## config.mk

```make
export PLATFORM = sky130hd
export DESIGN_NAME = stochastic_bitstream_decoder
export DESIGN_NICKNAME = d
export VERILOG_FILES = /design/src/rtl/stochastic_bitstream_decoder_pkg.sv /design/src/rtl/stochastic_bitstream_decoder_sample_window_counter.sv /design/src/rtl/stochastic_bitstream_decoder.sv
export SDC_FILE = /design/constraint.sdc
export NUM_CORES = 1
export LEC_CHECK = 0
export ABC_AREA = 1
export CAP_MARGIN = 20
export CORE_ASPECT_RATIO = 1.25
export CORE_UTILIZATION = 55
export CTS_BUF_LIST = sky130_fd_sc_hd__clkbuf_4 sky130_fd_sc_hd__clkbuf_8
export DETAILED_ROUTE_END_ITERATION = 10
export GPL_TIMING_DRIVEN = 0
export HOLD_SLACK_MARGIN = 0.02
export MAX_ROUTING_LAYER = met4
export PLACE_DENSITY = 0.78
export SETUP_SLACK_MARGIN = 0.2
export SYNTH_ARGS = -nofsm -noshare
export SYNTH_HDL_FRONTEND = slang
export SYNTH_SLANG_ARGS = --single-unit
```

## constraint.sdc

```tcl
create_clock -name clk -period 1.92 [get_ports clk]
set_clock_uncertainty 0.1 [all_clocks]
set_input_delay 0.288 -clock clk [delete_from_list [all_inputs] [get_ports clk]]
set_output_delay 0.288 -clock clk [all_outputs]
set_load 0.02 [all_outputs]
```

## src/rtl/stochastic_bitstream_decoder_pkg.sv

```systemverilog
// Shared constants and state encoding for the stochastic bitstream decoder.
// The window length and counter width are derived from the generator width.
package stochastic_bitstream_decoder_pkg;

    localparam int unsigned BITL_DEFAULT = 8;
    localparam int unsigned WINDOW       = 2 ** BITL_DEFAULT;
    localparam int unsigned CNT_W        = BITL_DEFAULT + 1;

    typedef enum logic {
        IDLE  = 1'b0,
        ACCUM = 1'b1
    } state_e;

endpackage : stochastic_bitstream_decoder_pkg

```

## src/rtl/stochastic_bitstream_decoder_sample_window_counter.sv

```systemverilog
// Counts accepted samples in a 2^W window and flags the final sample slot.
// Clear has priority over enable; the count wraps to zero after the last slot.
module sample_window_counter #(
    parameter int unsigned W = 8
) (
    input  logic clk,
    input  logic reset,
    input  logic clear,
    input  logic enable,
    output logic last
);

    logic [W-1:0] sample_cnt_q;
    logic [W-1:0] sample_cnt_d;

    always_comb begin
        sample_cnt_d = sample_cnt_q;
        if (clear) begin
            sample_cnt_d = '0;
        end else if (enable) begin
            sample_cnt_d = sample_cnt_q + 1'b1;
        end
    end

    // NOTE: state registers use non-blocking assignments so every flop samples pre-edge values.
    always_ff @(posedge clk or negedge reset) begin
        if (!reset) begin
            sample_cnt_q <= '0;
        end else begin
            sample_cnt_q <= sample_cnt_d;
        end
    end

    assign last = &sample_cnt_q;

endmodule : sample_window_counter

```

## src/rtl/stochastic_bitstream_decoder.sv

```systemverilog
// Decodes one lane of a unipolar stochastic bitstream by counting ones over
// 2^BITL valid samples, clamping a full window to the largest BITL-bit value.
module stochastic_bitstream_decoder
    import stochastic_bitstream_decoder_pkg::*;
#(
    parameter int unsigned BITL = BITL_DEFAULT
) (
    input  logic            clk,
    input  logic            reset,
    input  logic            start,
    input  logic            bit_in,
    input  logic            bit_valid,
    output logic            busy,
    output logic [BITL-1:0] data_out,
    output logic            data_valid,
    output logic            saturated
);

    state_e          state_q, state_d;
    logic [BITL:0]   ones_cnt_q, ones_cnt_d;
    logic [BITL-1:0] data_out_q, data_out_d;
    logic            data_valid_q, data_valid_d;
    logic            saturated_q, saturated_d;

    logic            cnt_clear;
    logic            cnt_enable;
    logic            cnt_last;
    logic [BITL:0]   ones_sum;

    sample_window_counter #(
        .W (BITL)
    ) u_sample_window_counter (
        .clk    (clk),
        .reset  (reset),
        .clear  (cnt_clear),
        .enable (cnt_enable),
        .last   (cnt_last)
    );

    // The sum can only reach 2^BITL, so its top bit alone marks a saturated window.
    assign ones_sum = ones_cnt_q + {{BITL{1'b0}}, bit_in};

    // NOTE: every combinational output is defaulted first so no path leaves it unassigned (no latches).
    always_comb begin
        state_d      = state_q;
        ones_cnt_d   = ones_cnt_q;
        data_out_d   = data_out_q;
        data_valid_d = 1'b0;
        saturated_d  = saturated_q;
        cnt_clear    = 1'b0;
        cnt_enable   = 1'b0;

        unique case (state_q)
            IDLE: begin
                if (start) begin
                    state_d    = ACCUM;
                    ones_cnt_d = '0;
                    cnt_clear  = 1'b1;
                end
            end
            ACCUM: begin
                if (start) begin
                    ones_cnt_d = '0;
                    cnt_clear  = 1'b1;
                end else if (bit_valid) begin
                    cnt_enable = 1'b1;
                    ones_cnt_d = ones_sum;
                    if (cnt_last) begin
                        state_d      = IDLE;
                        data_valid_d = 1'b1;
                        saturated_d  = ones_sum[BITL];
                        data_out_d   = ones_sum[BITL] ? {BITL{1'b1}} : ones_sum[BITL-1:0];
                    end
                end
            end
            default: state_d = IDLE;
        endcase
    end

    always_ff @(posedge clk or negedge reset) begin
        if (!reset) begin
            state_q      <= IDLE;
            ones_cnt_q   <= '0;
            data_out_q   <= '0;
            data_valid_q <= 1'b0;
            saturated_q  <= 1'b0;
        end else begin
            state_q      <= state_d;
            ones_cnt_q   <= ones_cnt_d;
            data_out_q   <= data_out_d;
            data_valid_q <= data_valid_d;
            saturated_q  <= saturated_d;
        end
    end

    assign busy       = (state_q == ACCUM);
    assign data_out   = data_out_q;
    assign data_valid = data_valid_q;
    assign saturated  = saturated_q;

endmodule : stochastic_bitstream_decoder

```

* Word-level counts from Yosys, hierarchy flattened *
Cells that the tools add are included.

operators by class
  add/subtract/negate cells = 2
  reductions and logical operators = 4
  bitwise logic cells = 2
  multiplexer cells = 19
  equality and inequality tests = 2

operators with widths
  operator             count
  $mux 9               3
  $mux 8               3
  $pmux 9 s2           1
  $mux 1               11
  $reduce_and 11->1    1
  $add 9x1->9          1
  $add 8x1->8 const B  1
  $reduce_and 8->1     1
  $ne 3x3->1 const B   1
  $ne 2x2->1 const B   1
  $not 1->1            2
  $pmux 1 s2           1
  $reduce_and 2->1     1
  $reduce_bool 2->1    1

word-level totals
  bits of input ports = 5
  output and inout port bits = 11
  register bits after elaboration = 28
  logic and storage cells = 35

* Logic depth before layout (Yosys ltp) *
  depth after elaboration = 5
  gate-level depth with buffers = 10
  depth with buffers taken out = 10

* Cells and area by module *
Synthesis repeated with hierarchy kept, for this count alone.

second synthesis, totals
  cell total of the unflattened synthesis = 177
  area, all modules = 1431.4 um^2

modules (own cells, without submodules)
  module                        sequential area each (um^2)  times used  area an instance (um^2)  cells an instance
  stochastic_bitstream_decoder  500.5                        1           1007.2                   120
  sample_window_counter         200.2                        1           424.2                    57

* Worst setup path after synthesis *
No wires, ideal clock.

  kind = flip-flop to flip-flop
  start = register ones_cnt_q[0]
  end = register data_out_q[3], in the netlist data_out[3]
  required time = 1.704 ns
  stages on the path, launching flop included = 11
  buffers on the path = 0
  clock period less this slack = 1.468 ns
  path slack = 0.452 ns
  arrival time = 1.252 ns
  library setup time = 0.116 ns
  path through = dfrtp_1 > ha_1 > ha_1 > nand2_1 > nor2_2 > nand2_1 > nand2_1 > nand2_4 > nand2_1 > nand2_1 > nand2_1

between the ends
  word-level cells in the longest chain between the ends = 2

ends and longest elaborated chain
  what                    line                                RTL
  start, declared         stochastic_bitstream_decoder.sv:20  logic [BITL:0] ones_cnt_q, ones_cnt_d;
  start signal, assigned  stochastic_bitstream_decoder.sv:89  ones_cnt_q <= ones_cnt_d;
  $add 9x1->9             stochastic_bitstream_decoder.sv:41  assign ones_sum = ones_cnt_q + {{BITL{1'b0}}, bit_in};
  $mux 8                  stochastic_bitstream_decoder.sv:72  data_out_d = ones_sum[BITL] ? {BITL{1'b1}} : ones_sum[BITL-1:0];
  end signal, assigned    stochastic_bitstream_decoder.sv:90  data_out_q <= data_out_d;
  end, declared           stochastic_bitstream_decoder.sv:21  logic [BITL-1:0] data_out_q, data_out_d;

No other way between the ends.
A chain may end at the register's enable or synchronous reset.

* Final worst setup path *
  start = input port bit_in
  end = register data_out_q[2], in the netlist data_out[2]

between the ends
  word-level cells in the longest chain between the ends = 2

ends and longest elaborated chain
  what             line                                RTL
  start, declared  stochastic_bitstream_decoder.sv:11  input logic bit_in,
  $add 9x1->9      stochastic_bitstream_decoder.sv:41
  $mux 8           stochastic_bitstream_decoder.sv:72

No other way between the ends.

==> summary.txt <==
Setup path
  – CP Data Required Time: approximately 2.1 ns
  – CP cell instances: clkdlybuf4s50_1 > ha_2 > ha_4 > nand2_1 > nor2_2 > nand3_2 > nand2_4 > nand2_1 > nand2_1 > nand2_1
  – Worst setup EP type: register
  – CP max stage delay: about 0.47 ns
  – Crit-path max FO: 5
  – Critical path class: in2reg
  – CP Data Arrival Time: 1.84 ns
  – Worst setup SP type: input pin
  – Critical path's slowest cell: clkdlybuf4s50_1
  – R2R Path Start: ones_cnt_q[0]$_DFFE_PN0P_
  – Worst setup path startpoint: bit_in
  – Crit path top cell by count: nand2_1

Job
  – Max-capacitance violation count: 0

Global routing
  – Largest net degree at the start of global routing: 22
  – Initial antenna violation count: 0
  – Total grt overflow: 0
  – All-Layer GR Usage: roughly 25%
  – Vias in the first global route: 1149
  – First-pass GRT wire length: between 4 and 5 mm

STA
  – Final setup fails: 0
  – Minimum clock period: around 1.7 ns
  – Worst Tran Pin Value: ~0.38 ns
  – Final TNS setup: 0 ns
  – Final hold violations: 0
  – Worst slew margin: between 70% and 80%
  – Fmax: slightly below 600 MHz
  – Unrepaired setup endpoints after global routing: yes
  – Final Max Tran Viols: 0
  – Part of the cycle the worst path needs: 87.97%

Final layout
  – Nets: roughly 200
  – Post-route insts no fill: between 200 and 250
  – Layout cells sized above 1: about an eighth
  – Final core utilization: approximately 70%
  – Diodes inserted: 0
  – Layout area overhead: 20.59%
  – Design Area, Final: roughly 0.0017 sq mm

Routing
  – Post-route ant nets: 0
  – Drt drc: 0
  – Detailed router's first-iteration violation count: 31
  – Initial DRT Pass Iterations: 4
  – Vias per cell: ~5.2
  – Via count: ~1200
  – Wire per inst: between 10 and 15 um
  – Total Wirelength: a little under 3 mm

Logic synthesis
  – Synth Net Count: 182
  – Synth warnings: 0
  – Cell count after synthesis: approximately 170
  – Synth Register Bits: 28
  – Mean Syn Cell Area: 8.104 sq um
  – Mapped Area: about 0.0014 sq mm
  – Sequential cell area fraction in the yosys report: 49.69%
  – Unique cell type count in the Yosys netlist: 24

Clock network
  – Clk buf depth: 2
  – Latest clock arrival within the worst-skew pair: between 0.3 and 0.4 ns
  – CTS tree: yes
  – CTS buffer count: 3
  – H-tree levels: 1
  – Root buf cell: clkbuf_4
  – Cts hold-fix bufs: 0
  – Reg clk slew, reported paths: 0.15 ns
  – Clock sinks: 28
  – Setup Buffers After CTS: 0

Die
  – # IOs: 16
  – Core region area: between 0.002 and 0.0025 sq mm
  – Die Y: 58.61 um
  – Die area: roughly 0.0028 sq mm
  – Initial core utilization: roughly three fifths
  – Cell Rows: 20
  – Die Wd: ~47 um

Power and ir drop
  – Worst VDD drop: 0.5208 mV
  – PwrDens: 567.1 mW/mm^2
  – Power, Total: slightly below 1 mW
  – Leakage: 0.9306 nW

Min path
  – Worst Hold Class: in2async

Place
  – Placed Cells: 223
  – DP Area: roughly 0.0016 sq mm
  – Routability Congestion: approximately 0.84
  – DP HPWL: ~2.2 mm
  – Port Buffers: 15

Outcome
  – Status: complete, no violations
[state kept, by name (all words and copies together), names as in the netlist]
signal,flops
u_sample_window_counter.sample_cnt_q,8
busy,1
data_valid,1
data_out,8
saturated,1
ones_cnt_q,9
[cell usage in the layout (no fill, tap or decap), drive strengths merged]
master and instances:
o21ai 11, dfrtp 28, o211ai 1, o21bai 1, nand4 1, nand3 8
inv 20, nand2 71, xnor2 2, dlygate4sd2 3, nor3b 1, o22ai 8
buf 3, clkdlybuf4s50 5, a21oi 1, dlymetal6s2s 7, nor2 14, ha 3
xor2 2, clkbuf 4, nor3 1
[cell type report]
cell class              instances  area (sq um)
flip-flops and latches         28         700.7
well taps                      33         41.29
repair buffers                 16         178.9
plain buffers                   2         18.77
multi-input cells             125         649.4
clock buffers                   4         36.28
inverters                      20         75.07
fillers                       208         726.9
[metal layers]
metal	up-vias	track usage, %	share of wire [%]
li1	600	-	-
met1	550	28.83	41
met2	25	42.86	55
met3	9	1.840	2.3
met4	0	8.571	2.3
met5	-	-	0
[critical path, delay by kind of cell]
kind | cells | cell delay, ns
simple gates | 7 | 0.72
buf+inv | 1 | 0.47
fa+ha+maj | 2 | 0.37
[where the power goes]
| part | internal, mW | total (mW) | switching, mW |
|---|---|---|---|
| Sequential | 0.596 | 0.603 | 0.00688 |
| Clock | 0.116 | 0.292 | 0.176 |
| Combinational | 0.0259 | 0.0694 | 0.0435 |
[through the flow]
| stage | hold WS (ns) | setup WS (ns) |
|---|---|---|
| floorplan | -0.1076 | 0.4517 |
| global placement | 0.3633 | -0.1142 |
| detailed placement | 0.3667 | -0.1273 |
| CTS | 0.1211 | 0.2032 |
| global route | 0.1338 | 0.1394 |
| finish | 0.1168 | 0.2310 |
[logic make-up after synthesis]
kind of cell    share of synthesized area (%)
simple gates                            29.37
xor+xnor                                2.485
buf+inv                                 6.655
flops                                   49.69
fa+ha+maj                               2.662
compound gates                          9.140
[synthesized netlist by cell type]
master,count,area share [%]
a21oi_1,1,0.35
buf_4,1,0.53
buf_6,1,0.80
dfrtp_1,28,50
ha_1,3,2.7
inv_1,16,4.3
inv_2,4,1.1
nand2_1,69,18
nand2_4,1,0.80
nand3_1,7,2.5
nand3_2,1,0.71
nand4_1,1,0.44
nor2_1,11,2.9
nor2_2,1,0.44
nor2_4,2,1.6
nor3_2,1,0.71
nor3b_2,1,0.89
o211ai_1,1,0.53
o21ai_0,10,3.5
o21ai_2,1,0.62
o21bai_1,1,0.53
o22ai_1,8,3.5
xnor2_1,2,1.2
xor2_1,2,1.2
[worst paths after layout]
path / end / slack, ns / depth (start not counted)
worst max register to register: data_out[2]$_DFFE_PN0P_ / 0.26 / 9
max in group asynchronous: u_sample_window_counter.sample_cnt_q[5]$_DFFE_PN0P_ / 1.14 / 2
worst min register to register: data_out[4]$_DFFE_PN0P_ / 0.40 / 2
min in group clk: data_out[4]$_DFFE_PN0P_ / 0.40 / 2
worst min-delay path: ones_cnt_q[8]$_DFFE_PN0P_ / 0.12 / 1
worst max-delay path: data_out[2]$_DFFE_PN0P_ / 0.23 / 10
[what timing repair did]
| item | 4_1_cts | 5_1_grt |
|---|---|---|
| gates cloned | 0 | 1 |
| resized for setup | 3 | 13 |
| setup endpoints to repair | 3 | 15 |
| pin swaps | 0 | 3 |
Power figures use the tool's default switching activity.
